<file path="src/rtl/inst_fetch_if.sv">
// rtl/inst_fetch_if.sv - fetch-stage bundle: instruction-memory request/ack plus decode-side handshake
interface inst_fetch_if;
    logic        imemReq;
    logic [31:0] imemAddr;
    logic        imemAck;
    logic [31:0] imemData;
    logic        inStall;
    logic        inRedirect;
    logic [31:0] inRedirectPC;
    logic        outValid;
    logic [31:0] outPC;
    logic [31:0] outInstr;
    logic [5:0]  outOpcode;
    logic [4:0]  outRs;
    logic [4:0]  outRt;
    logic [4:0]  outRd;
    logic [5:0]  outFunct;
    logic [15:0] outImm;

    modport master (
        output imemReq, imemAddr, outValid, outPC, outInstr,
               outOpcode, outRs, outRt, outRd, outFunct, outImm,
        input  imemAck, imemData, inStall, inRedirect, inRedirectPC
    );

    modport slave (
        input  imemReq, imemAddr, outValid, outPC, outInstr,
               outOpcode, outRs, outRt, outRd, outFunct, outImm,
        output imemAck, imemData, inStall, inRedirect, inRedirectPC
    );
endinterface

</file>
<file path="src/rtl/inst_fetch.sv">
// rtl/inst_fetch.sv - two-state instruction fetch stage with redirect; INST_FETCH_DELAY_SLOT_EN enables branch delay slot
module inst_fetch #(
    parameter logic [31:0] RESET_PC = 32'h0000_0000
) (
    input  logic          clk,
    input  logic          rst,
    inst_fetch_if.master  bus
);

    typedef enum logic {
        FETCH = 1'b0,
        HOLD  = 1'b1
    } state_e;

    state_e      state_q, state_d;
    logic [31:0] pc_q, pc_d;
    logic [31:0] instr_q, instr_d;
    logic [31:0] out_pc_q, out_pc_d;
    logic [31:0] redirect_pc;

    assign redirect_pc = {bus.inRedirectPC[31:2], 2'b00};

`ifdef INST_FETCH_DELAY_SLOT_EN
    logic        pend_valid_q, pend_valid_d;
    logic [31:0] pend_pc_q, pend_pc_d;
`endif

    always_comb begin
        state_d  = state_q;
        pc_d     = pc_q;
        instr_d  = instr_q;
        out_pc_d = out_pc_q;
`ifdef INST_FETCH_DELAY_SLOT_EN
        pend_valid_d = pend_valid_q;
        pend_pc_d    = pend_pc_q;
`endif
        case (state_q)
            FETCH: begin
`ifdef INST_FETCH_DELAY_SLOT_EN
                // The acked word is the delay slot; a pending or coincident target replaces PC+4.
                if (bus.imemAck) begin
                    instr_d      = bus.imemData;
                    out_pc_d     = pc_q;
                    state_d      = HOLD;
                    pend_valid_d = 1'b0;
                    if (bus.inRedirect)
                        pc_d = redirect_pc;
                    else if (pend_valid_q)
                        pc_d = pend_pc_q;
                    else
                        pc_d = pc_q + 32'd4;
                end else if (bus.inRedirect) begin
                    pend_valid_d = 1'b1;
                    pend_pc_d    = redirect_pc;
                end
`else
                if (bus.inRedirect) begin
                    pc_d = redirect_pc;
                end else if (bus.imemAck) begin
                    instr_d  = bus.imemData;
                    out_pc_d = pc_q;
                    pc_d     = pc_q + 32'd4;
                    state_d  = HOLD;
                end
`endif
            end
            HOLD: begin
`ifdef INST_FETCH_DELAY_SLOT_EN
                if (bus.inRedirect) begin
                    pend_valid_d = 1'b1;
                    pend_pc_d    = redirect_pc;
                end
                if (!bus.inStall)
                    state_d = FETCH;
`else
                // A redirect squashes the held word even when decode is stalled.
                if (bus.inRedirect) begin
                    pc_d    = redirect_pc;
                    state_d = FETCH;
                end else if (!bus.inStall) begin
                    state_d = FETCH;
                end
`endif
            end
            default: state_d = FETCH;
        endcase
    end

    always_ff @(posedge clk) begin
        if (rst) begin
            state_q  <= FETCH;
            pc_q     <= RESET_PC;
            instr_q  <= 32'd0;
            out_pc_q <= 32'd0;
`ifdef INST_FETCH_DELAY_SLOT_EN
            pend_valid_q <= 1'b0;
            pend_pc_q    <= 32'd0;
`endif
        end else begin
            state_q  <= state_d;
            pc_q     <= pc_d;
            instr_q  <= instr_d;
            out_pc_q <= out_pc_d;
`ifdef INST_FETCH_DELAY_SLOT_EN
            pend_valid_q <= pend_valid_d;
            pend_pc_q    <= pend_pc_d;
`endif
        end
    end

    assign bus.imemReq   = (state_q == FETCH) && !rst;
    assign bus.imemAddr  = pc_q;
    assign bus.outValid  = (state_q == HOLD);
    assign bus.outPC     = out_pc_q;
    assign bus.outInstr  = instr_q;
    assign bus.outOpcode = instr_q[31:26];
    assign bus.outRs     = instr_q[25:21];
    assign bus.outRt     = instr_q[20:16];
    assign bus.outRd     = instr_q[15:11];
    assign bus.outFunct  = instr_q[5:0];
    assign bus.outImm    = instr_q[15:0];

endmodule
</file>
<file path="src/flat_wrapper.sv">
// flat-port wrapper written by rule: the top's interface ports become plain ports
module inst_fetch_flat 
#(
    parameter logic [31:0] RESET_PC = 32'h0000_0000
)
  (clk, rst, bus_imemReq, bus_imemAddr, bus_outValid, bus_outPC, bus_outInstr, bus_outOpcode, bus_outRs, bus_outRt, bus_outRd, bus_outFunct, bus_outImm, bus_imemAck, bus_imemData, bus_inStall, bus_inRedirect, bus_inRedirectPC);
  inst_fetch_if bus_i ();
  input  logic clk;
  input  logic rst;
  output wire logic [$bits(bus_i.imemReq)-1:0] bus_imemReq;
  output wire logic [$bits(bus_i.imemAddr)-1:0] bus_imemAddr;
  output wire logic [$bits(bus_i.outValid)-1:0] bus_outValid;
  output wire logic [$bits(bus_i.outPC)-1:0] bus_outPC;
  output wire logic [$bits(bus_i.outInstr)-1:0] bus_outInstr;
  output wire logic [$bits(bus_i.outOpcode)-1:0] bus_outOpcode;
  output wire logic [$bits(bus_i.outRs)-1:0] bus_outRs;
  output wire logic [$bits(bus_i.outRt)-1:0] bus_outRt;
  output wire logic [$bits(bus_i.outRd)-1:0] bus_outRd;
  output wire logic [$bits(bus_i.outFunct)-1:0] bus_outFunct;
  output wire logic [$bits(bus_i.outImm)-1:0] bus_outImm;
  input wire logic [$bits(bus_i.imemAck)-1:0] bus_imemAck;
  input wire logic [$bits(bus_i.imemData)-1:0] bus_imemData;
  input wire logic [$bits(bus_i.inStall)-1:0] bus_inStall;
  input wire logic [$bits(bus_i.inRedirect)-1:0] bus_inRedirect;
  input wire logic [$bits(bus_i.inRedirectPC)-1:0] bus_inRedirectPC;
  assign bus_imemReq = bus_i.imemReq;
  assign bus_imemAddr = bus_i.imemAddr;
  assign bus_outValid = bus_i.outValid;
  assign bus_outPC = bus_i.outPC;
  assign bus_outInstr = bus_i.outInstr;
  assign bus_outOpcode = bus_i.outOpcode;
  assign bus_outRs = bus_i.outRs;
  assign bus_outRt = bus_i.outRt;
  assign bus_outRd = bus_i.outRd;
  assign bus_outFunct = bus_i.outFunct;
  assign bus_outImm = bus_i.outImm;
  assign bus_i.imemAck = bus_imemAck;
  assign bus_i.imemData = bus_imemData;
  assign bus_i.inStall = bus_inStall;
  assign bus_i.inRedirect = bus_inRedirect;
  assign bus_i.inRedirectPC = bus_inRedirectPC;
  inst_fetch #(.RESET_PC(RESET_PC)) u_core (.clk(clk), .rst(rst), .bus(bus_i));
endmodule
</file>
<file path="config.mk">
export PLATFORM = sky130hd
export DESIGN_NAME = inst_fetch_flat
export DESIGN_NICKNAME = d
export VERILOG_FILES = /design/src/rtl/inst_fetch_if.sv /design/src/rtl/inst_fetch.sv /design/src/flat_wrapper.sv
export SDC_FILE = /design/constraint.sdc
export NUM_CORES = 1
export LEC_CHECK = 0
export CAP_MARGIN = 20
export CORE_AREA = 4 4 103 105
export CTS_CLUSTER_DIAMETER = 80
export DETAILED_ROUTE_END_ITERATION = 10
export DIE_AREA = 0 0 107 109
export PLACE_DENSITY = 0.86
export SYNTH_ARGS = -nofsm -noshare
export SYNTH_HDL_FRONTEND = slang
export SYNTH_SLANG_ARGS = --single-unit
</file>
<file path="constraint.sdc">
create_clock -name clk -period 3.7 [get_ports clk]
set_clock_uncertainty 0.1 [all_clocks]
set_input_delay 0.74 -clock clk [delete_from_list [all_inputs] [get_ports clk]]
set_output_delay 0.74 -clock clk [all_outputs]
set_load 0.02 [all_outputs]
</file>
# After elaboration in Yosys (flattened, before gate mapping)
# Index checks and enable logic that the tools add are counted.
[word_totals] reg_bits=97 in_bits=69 output_inout_bits=141 wordCells=22
[classes] addsub=1 n_eq_ne=2 muxes=9 bitwise=2 n_reduce_logical=4
[op_table] op="32-bit 2-to-1 mux" count=3
[op_table] op="32-bit one-hot mux with 2 select lines" count=1
[op_table] op="32-bit by 3-bit adder with 32-bit output, second input constant" count=1
[op_table] op="1-bit 2-to-1 mux" count=4
[op_table] op="3-bit inequality test, second input constant" count=1
[op_table] op="3-bit AND reduction" count=1
[op_table] op="2-bit inequality test, second input constant" count=1
[op_table] op="1-bit NOT" count=2
[op_table] op="1-bit one-hot mux with 2 select lines" count=1
[op_table] op="2-bit AND reduction" count=1
[op_table] op="1-bit logical AND" count=1
[op_table] op="1-bit zero test" count=1

# Logic depth before layout (Yosys ltp)
# Gate-level depths: netlist of run 1.
[logic_depth] word_depth=4 ltp_mapped=7 ltp_nobuf=6

# Worst setup path before layout of run 1
# No wires, ideal clock.
[synth_path] kind="input to output" startpoint="in rst" endpoint="out bus_imemReq" arrival_ns=1.425 t_required_ns=2.860 slack_ns=1.435 cell_stages=3 path_buffers=2 path_cell_list="clkbuf_1 clkbuf_1 nor2_1"
[synth_between] elab_chain_len=2
[synth_lines] element="start: declaration" line="flat_wrapper.sv:9" text="input logic rst;"
[synth_lines] element="1-bit zero test" line="inst_fetch.sv:111" text="assign bus.imemReq = (state_q == FETCH) && !rst;"
[synth_lines] element="1-bit logical AND" line="inst_fetch.sv:111"
[synth_lines] element="end: declaration" line="flat_wrapper.sv:10" text="output wire logic [$bits(bus_i.imemReq)-1:0] bus_imemReq;"
# Every way passes these cells.

# Final worst setup path of run 1
[layout_path] startpoint="in bus_imemAck" endpoint="reg u_core.pc_q[14], in the netlist u_core.bus.imemAddr[14]"
[layout_between] elab_chain_len=2
[layout_lines] element="start: declaration" line="flat_wrapper.sv:21" text="input wire logic [$bits(bus_i.imemAck)-1:0] bus_imemAck;"
[layout_lines] element="3-bit inequality test (no line)"
[layout_lines] element="2-bit AND reduction (no line)"
[layout_lines] element="end signal: assignment" line="inst_fetch.sv:101" text="pc_q <= pc_d;"
[layout_lines] element="end: declaration" line="inst_fetch.sv:16" text="logic [31:0] pc_q, pc_d;"
# Every way passes these cells.
# A chain may end at the register's enable or synchronous reset.

==> impl_metrics.ini, run 1 <==
[min_path]
hp-start = u_core.bus.outPC[25]$_SDFFE_PP0P_
hold_depth = 2
hold_end = u_core.bus.outPC[25]$_SDFFE_PP0P_
hold_path.class = flip-flop to flip-flop

[route]
via_count = 4167
via_per_inst = 5.12
route.detailed.wl_per_inst_um = 16.2
ant_nets = 0
first_pass_iters = 5
routed_wl_um = 13200
drcViolationCount = 0
drt-initial-drc-count = 257

[yosys]
synth_top_family_by_area = simple AND/OR/NAND/NOR gates
synth_compound_gate_area_share_pct = 15.2
synth_edf_count = 0
synth.most_common_cell = nand2_1
yosys-mux-area-fraction_pct = 0.238
yosys-top-cells-area = dfxtp_1 44%, nand2_1 13%, a21oi_1 8.7%
async_flop_share_pct = 0
synthAdderAreaFrac_pct = 0.298
synth_area_leader_cell = dfxtp_1
synth_top_area_share_pct = 44.3
post_synth_xor_area_fraction_pct = 3.75
netlist_area_mm2 = 0.00420
synth.avg_cell_area_um2 = 7.88
ys_ff_latch = 93
syn_inst = 533
ys_seq_area_share_pct = 44.3
synthFlopType = dfxtp_1
ys_top_cells_by_count = 147 x nand2_1, 93 x dfxtp_1, 73 x a21oi_1
ys.warnings.count = 0
ys_types = 40
synth_simple_gate_area_share_pct = 24.1

[timing]
min_period_over_period_pct = 67.1
fin_tns_setup_ps = 0
slew_headroom_pct = 43.5
worst_pin_slew_ps = 848
hold_ws_ps = 357
fmax_mhz = 403
finalMaxSlewViolations = 0
hold_violations = 0
rsz0062_at_grt = false
setup_viol_count_final = 0
min_period_ps = 2480

[power_and_ir_drop]
power.internal_mw = 1.60
netSwitchingPower_uw = 614
ir_worst_vdd_mv = 0.207
share_seq_of_total_power_pct = 50.2
p_total_mw = 2.21
powerDensity_mw_per_mm2 = 357
leakagePower_nw = 2.15
swShare_pct = 27.8
clock_power_share_pct = 29.5
comb_power_share_pct = 20.3

[clocking]
cts.sinks = 93
holdBufCountCts = 0
cts_tree = yes
clockRootBuffer = clkbuf_8
h-tree-depth = 3
cts_resized = 0
clkLatencyLatePin_ps = 350
numCtsBuffers = 9
postCtsSetupBuffers = 0
path_clk_slew_ps = 80
cts_buffer_depth = 2

[critical_path]
reg2reg_depth = 7
cp.arrival_ps = 2660
crit_type = input pin to flip-flop
r2r-start = u_core.bus.imemAddr[2]$_SDFFE_PP0P_
cp-start-kind = input pin
worstPathRequired_ps = 3880
end_kind = flip-flop
cp_max_fo = 10
r2r_slack_ps = 1390
timing.rr.end = u_core.bus.imemAddr[14]$_SDFFE_PP0P_

[cells_and_area]
fin_nets = 748
register_area_mm2 = 0.00186
nFillCells = 830
layout-drive-gt1-share_pct = 4.85
multi_input_area_mm2 = 0.00186
synthToLayoutAreaGrowth_pct = 47.2
antenna_cells = 0

[die]
core_mm2 = 0.00964
initial_core_util_pct = 43.6
pin_count = 210
die-width_um = 107
die_area_mm2 = 0.0117
num_rows = 36
die_y_um = 109

[place]
post-dp-hpwl_um = 9810
routabilityCongestion = 0.800
portBuffers = 203

[global_routing]
overflow = 0
grt_pass1_wl_um = 20200
grt_max_degree = 81
antenna_found_initial = 0
grt_pass1_vias = 3926
grtUsageTotal_pct = 21.7

[run_status]
outcome = completed

[flow_run]
maxCapViolCount = 0
## routing by layer
| metal | vias up | routed length, µm | track usage [%] | share of wire [%] |
|---|---|---|---|---|
| li1 | 2033 | - | - | - |
| met5 | - | 0 | 0 | 0 |
| met4 | 0 | 288 | 7.12 | 2.2 |
| met2 | 180 | 6680 | 38.4 | 51 |
| met3 | 26 | 1210 | 8.17 | 9.1 |
| met1 | 1928 | 5030 | 24.2 | 38 |
## sequential cells by signal (all words and copies together) (netlist names)
name / flops
u_core.bus.imemAddr: 30
u_core.bus.outPC: 30
u_core.bus.outValid: 1
u_core.bus.outInstr: 32
## final cells by class
cell class                 instances  share of cell area [%]
timing repair buffer             213                    34.0
sequential                        93                    30.1
multi-input combinational        357                    30.1
tap                              133                    2.69
clock buffer                      12                    2.35
clock inverter                     2                   0.566
inverter                           4                   0.243
## layout by cell type, fill, tap and decap left out, drive strengths merged, types with 12 or more instances in the layout
cell type,n
dfxtp,93
o21ai,13
nor2,23
a211oi,12
clkbuf,12
clkdlybuf4s50,202
xor2,12
a21oi,73
nand2,147
## power groups by stage
stage	registers (mW)	logic (mW)	clock network, mW
3_3_place_gp	1.13	0.442	0
3_5_place_dp	1.13	0.450	0
4_1_cts	1.11	0.452	0.668
2_1_floorplan	1.18	0.184	0
6_report	1.11	0.449	0.652
5_1_grt	1.12	0.479	0.717
## stage by stage
stage / utilization [%] / setup slack (ps) / instance area, µm² / cells
3_3_place_gp: 62.3 / 931 / 6000 / 800
2_1_floorplan: - / 1430 / 4210 / 536
6_report: 64.2 / 1220 / 6180 / 814
4_1_cts: 64.2 / 1240 / 6180 / 814
3_5_place_dp: 62.3 / 866 / 6000 / 800
5_1_grt: 64.2 / 1180 / 6180 / 814
## worst max-delay path, stage by stage
cell	delay (ps)
clkdlybuf4s50_1	500
and4b_1	200
buf_4	200
or4b_2	610
xnor2_1	170
nand2_1	80
a21oi_1	170
## kinds of logic (layout without fill, tap and decap cells)
family / count (synthesis) / after routing
mux: 1 / 1
compound gates: 112 / 112
flops: 93 / 93
simple gates: 221 / 221
other cells: 1 / 4
fa+ha+maj: 1 / 1
buf+inv: 86 / 231
xor+xnor: 18 / 18
## worst max-delay path by stage
stage,startpoint,endpoint,cells after the start
floorplan,rst,bus_imemReq,3
global placement,bus_imemAck,u_core.bus.imemAddr[14]$_SDFFE_PP0P_,7
detailed placement,bus_imemAck,u_core.bus.imemAddr[14]$_SDFFE_PP0P_,7
CTS,bus_imemAck,u_core.bus.imemAddr[14]$_SDFFE_PP0P_,7
global route,bus_imemAck,u_core.bus.imemAddr[14]$_SDFFE_PP0P_,7
finish,bus_imemAck,u_core.bus.imemAddr[14]$_SDFFE_PP0P_,7
Note: power is estimated with default switching activity, not from simulation.
==> run 2: changes to the inputs <==
- CORE_AREA: 4 4 103 105 -> 4 4 112 114
- DIE_AREA: 0 0 107 109 -> 0 0 116 118
- PLACE_DENSITY: 0.86 -> 0.77
- clock period: 3.7 -> 2.2 ns (I/O delays scaled with it)
==> impl_metrics.ini, run 2 (synthesized netlist as in run 1, its figures left out) <==
[die]
core_mm2 = 0.0114
die_area_mm2 = 0.0137
initial_core_util_pct = 36.8
die-width_um = 116
pin_count = 210
num_rows = 39
die_y_um = 118

[global_routing]
grt_pass1_vias = 4177
overflow = 0
grt_pass1_wl_um = 21600
grtUsageTotal_pct = 19.6
grt_max_degree = 63
antenna_found_initial = 0

[clocking]
numCtsBuffers = 9
cts_buffer_depth = 2
holdBufCountCts = 0
h-tree-depth = 3
postCtsSetupBuffers = 0
cts_tree = yes
cts.sinks = 93
clockRootBuffer = clkbuf_16
cts_resized = 0
clkLatencyLatePin_ps = 330
path_clk_slew_ps = 60

[place]
dp.cells = 837
pre_cts_ws_ps = -119
routabilityCongestion = 0.835
portBuffers = 203
placed_area_mm2 = 0.00624
post-dp-hpwl_um = 10500

[route]
first_pass_iters = 4
route.detailed.wl_per_inst_um = 16.2
routed_wl_um = 13800
drcViolationCount = 0
ant_nets = 0
drt-initial-drc-count = 346
via_per_inst = 5.03
via_count = 4288

[power_and_ir_drop]
leakagePower_nw = 2.35
p_total_mw = 4.32
powerDensity_mw_per_mm2 = 658
ir_worst_vdd_mv = 0.376

[timing]
worst_pin_slew_ps = 691
min_period_ps = 2060
fin_tns_setup_ps = 0
slew_headroom_pct = 53.9
min_period_over_period_pct = 93.8
fmax_mhz = 484
finalWorstSetupSlack_ps = 136
rsz0062_at_grt = false
hold_violations = 0
finalMaxSlewViolations = 0
hold_ws_ps = 352
setup_viol_count_final = 0

[cells_and_area]
mostFrequentLayoutCells = 202 x clkdlybuf4s50_1, 146 x nand2_1, 93 x dfxtp_1
largest_reg_flops = 32
antenna_cells = 0
fin_area_mm2 = 0.00656
multi_input_area_mm2 = 0.00186
final_cells = 852
fin_nets = 775
final_common_cell = clkdlybuf4s50_1
fin_util_pct = 57.5
nFillCells = 992
register_area_mm2 = 0.00186
synthToLayoutAreaGrowth_pct = 56.1
layout-drive-gt1-share_pct = 8.74

[min_path]
hold_path.class = flip-flop to flip-flop

[critical_path]
cp-start-kind = flip-flop
cp.arrival_ps = 1520
end_kind = primary output
cp_max_fo = 7
crit_type = flip-flop to primary output
worstPathRequired_ps = 1660

[flow_run]
maxCapViolCount = 0

[run_status]
outcome = completed
==> run 2: where the power goes <==
group | total [mW] | internal, mW | leakage, nW | switching, mW
combinational | 0.832 | 0.413 | 1.44 | 0.419
sequential | 1.84 | 1.77 | 0.762 | 0.0748
clock | 1.64 | 1.02 | 0.152 | 0.626
total | 4.32 | 3.20 | 2.35 | 1.12
==> run 2: critical path, stage by stage, from the launching register on <==
cell,delay (ps)
dfxtp_1,390
buf_4,180
clkdlybuf4s50_1,620
==> run 2: area by class of cell <==
cell class / count / area share [%]
Timing Repair Buffer: 240 / 35.5
Multi-Input combinational cell: 357 / 28.3
Clock inverter: 4 / 1.11
Tap cell: 143 / 2.73
Inverter: 4 / 0.229
Sequential cell: 93 / 28.4
Clock buffer: 11 / 3.70
==> run 2: path summary, 6_finish.rpt <==
kind	slack [ps]	cells after the start	to	from
worst max-delay path	140	2	bus_imemAddr[5]	u_core.bus.imemAddr[5]$_SDFFE_PP0P_
worst min-delay path	350	2	u_core.bus.outPC[25]$_SDFFE_PP0P_	u_core.bus.outPC[25]$_SDFFE_PP0P_
worst max register to register	160	6	u_core.bus.imemAddr[14]$_SDFFE_PP0P_	u_core.bus.imemAddr[3]$_SDFFE_PP0P_
worst min register to register	350	2	u_core.bus.outPC[25]$_SDFFE_PP0P_	u_core.bus.outPC[25]$_SDFFE_PP0P_
==> run 2: per-layer routing <==
metal  share of wire, %  vias to the layer above  GRT usage (%)
met5                  0                        -              0
met4                2.1                        0           6.60
met3                8.5                       24           4.83
met2                 49                      186           33.8
met1                 40                     1993           23.4
li1                   -                     2085              -
==> edit: new RTL, settings of run 1 <==
Make the reset (`rst`) asynchronous in one clocked block.
--- a/src/rtl/inst_fetch.sv
+++ b/src/rtl/inst_fetch.sv
@@ -86,7 +86,7 @@
         endcase
     end
 
-    always_ff @(posedge clk) begin
+    always_ff @(posedge clk or posedge rst) begin
         if (rst) begin
             state_q  <= FETCH;
             pc_q     <= RESET_PC;
Check against the original RTL: differs if rst is asserted again (counterexample within 4 cycles, from zero or initial values and one cycle with rst high); with rst held inactive, the same outputs for 4 cycles.
==> edit against run 1 <==
- first-iteration DRC count shrank 40%
- wire length shrank 10%
- die area is the same
- utilization grew 3.9 points
- largest cell class is now flip-flops and latches
- sequential cell count is the same
- worst setup slack lost 0.27 ns
- cell area grew 6.0%
- sequential share of layout area grew 5.4 points
- area after synthesis grew 6.0%
- critical endpoint is now bus_imemReq
Power is not compared: it rests on default switching activity, and its combinational part moved more than twofold at a synthesized area within 25%.
==> edit: results (changes against run 1) <==
Outcome = complete, no violations
Async S/R FF share, synth = 1.00 (+1.00)
Met3 Wirelength = 747 µm (-38%)
Largest net degree at the start of global routing = 84 (+3.7%)
Sequential area share after synthesis = 0.523 (+0.0795)
Placed cell count = 665 (-17%)
Synth area leaders = dfrtp_1, mux2_2, buf_4, or4_1, nand2_1
Vias per cell = 5.22 (+2.0%)
Share of layout cells above drive strength 1 = 0.166 (+0.117)
Max reg flops = 32 (unchanged)
DP Wirelength = 8.78 mm (-11%)
GP Congestion = 0.753 (-5.8%)
Leading register cell type out of synthesis = dfrtp_1
Total Nets Final = 614 (-18%)
Maximum fanout along the worst path = 2 (-8)
TritonRoute pass-1 iters = 4 (-1)
Worst Path Arrival = 1.92 ns (-0.74 ns)
Worst Tran Pin Value = 0.720 ns (-0.128 ns)
Wire length on met2 = 6.17 mm (-7.7%)
Vias in the first global route = 3609 (-8.1%)
Most instantiated cells after synthesis = dfrtp_1, mux2_2, buf_4, nand2_1, nor2_1
Mapped Cells = 387 (-27%)
Wirelength per Cell = 17.4 µm (+6.9%)
Clock buffer depth = 2 (unchanged)
DRT met1 WL = 4.66 mm (-7.4%)
Hold WC Path Type = flop to flop
Global-route wire length before repair = 18.3 mm (-9.2%)
Iteration-0 DRC Markers = 155 (-40%)
Synth cell types = 39 (-2.5%)
GRT Total Usage = 0.197 (-0.0200)
Layout Cells excl Fill = 682 (-16%)
Clock latency on the worst-skew pair = 0.36 ns
Int Power = 2260 µW
edit: worst max-delay path, stage by stage:
cell             delay (ns)
clkdlybuf4s50_1        0.46
nor2_1                 0.11
clkdlybuf4s50_1        0.61
edit: worst paths after layout:
path                                               startpoint                             endpoint  slack (ns)  cells past startpoint
setup / recovery                                          rst                          bus_imemReq        0.94                      3
hold / removal               u_core.bus.outPC[17]$_DFFE_PP0P_     u_core.bus.outPC[17]$_DFFE_PP0P_        0.41                      1
setup reg to reg           u_core.bus.imemAddr[4]$_DFFE_PP0P_  u_core.bus.imemAddr[31]$_DFFE_PP0P_        1.24                      4
hold reg to reg              u_core.bus.outPC[17]$_DFFE_PP0P_     u_core.bus.outPC[17]$_DFFE_PP0P_        0.41                      1
max in group asynchronous                                 rst  u_core.bus.outInstr[13]$_DFFE_PP0P_        2.06                      4
min in group asynchronous                                 rst        u_core.bus.outValid$_DFF_PP0_        0.68                      2
edit: cell type report:
type	instances	area (µm²)
flip-flops and latches	93	2330
clock inverters	5	82.6
inverters	4	17.5
fillers	748	3080
clock buffers	11	151
well taps	133	166
multi-input cells	225	1680
repair buffers	211	2140
edit: power groups by stage:
stage               Combinational [µW]  Sequential, µW  Clock [µW]
global route                      1310            1370         835
CTS                               1260            1340         789
detailed placement                1250            1360           0
floorplan                          489            1550           0
finish                            1240            1340         778
global placement                  1230            1340           0
edit: cells by family (layout without fill, tap and decap cells):
logic type,count (synthesis),count (layout),synth area share
other,1,4,0.000842
AOI/OAI and AO/OA,45,45,0.0660
muxes,63,63,0.159
and+or+nand+nor,102,102,0.125
DFF,93,93,0.523
adders and majority gates,1,1,0.00281
xor gates and xnor gates,10,10,0.0197
buffers and inverters,72,231,0.104
edit: per-layer routing:
| metal | up-vias | track usage |
|---|---|---|
| li1 | 1654 | - |
| met1 | 1737 | 0.245 |
| met2 | 152 | 0.340 |
| met3 | 19 | 0.0426 |
| met4 | 0 | 0.0721 |
| met5 | - | 0 |
edit: metrics by stage:
stage	worst slack [ns]	cell area, µm²
floorplan	0.440	4460
global placement	0.618	6300
detailed placement	0.583	6300
CTS	0.935	6530
global route	0.802	6560
finish	0.942	6560
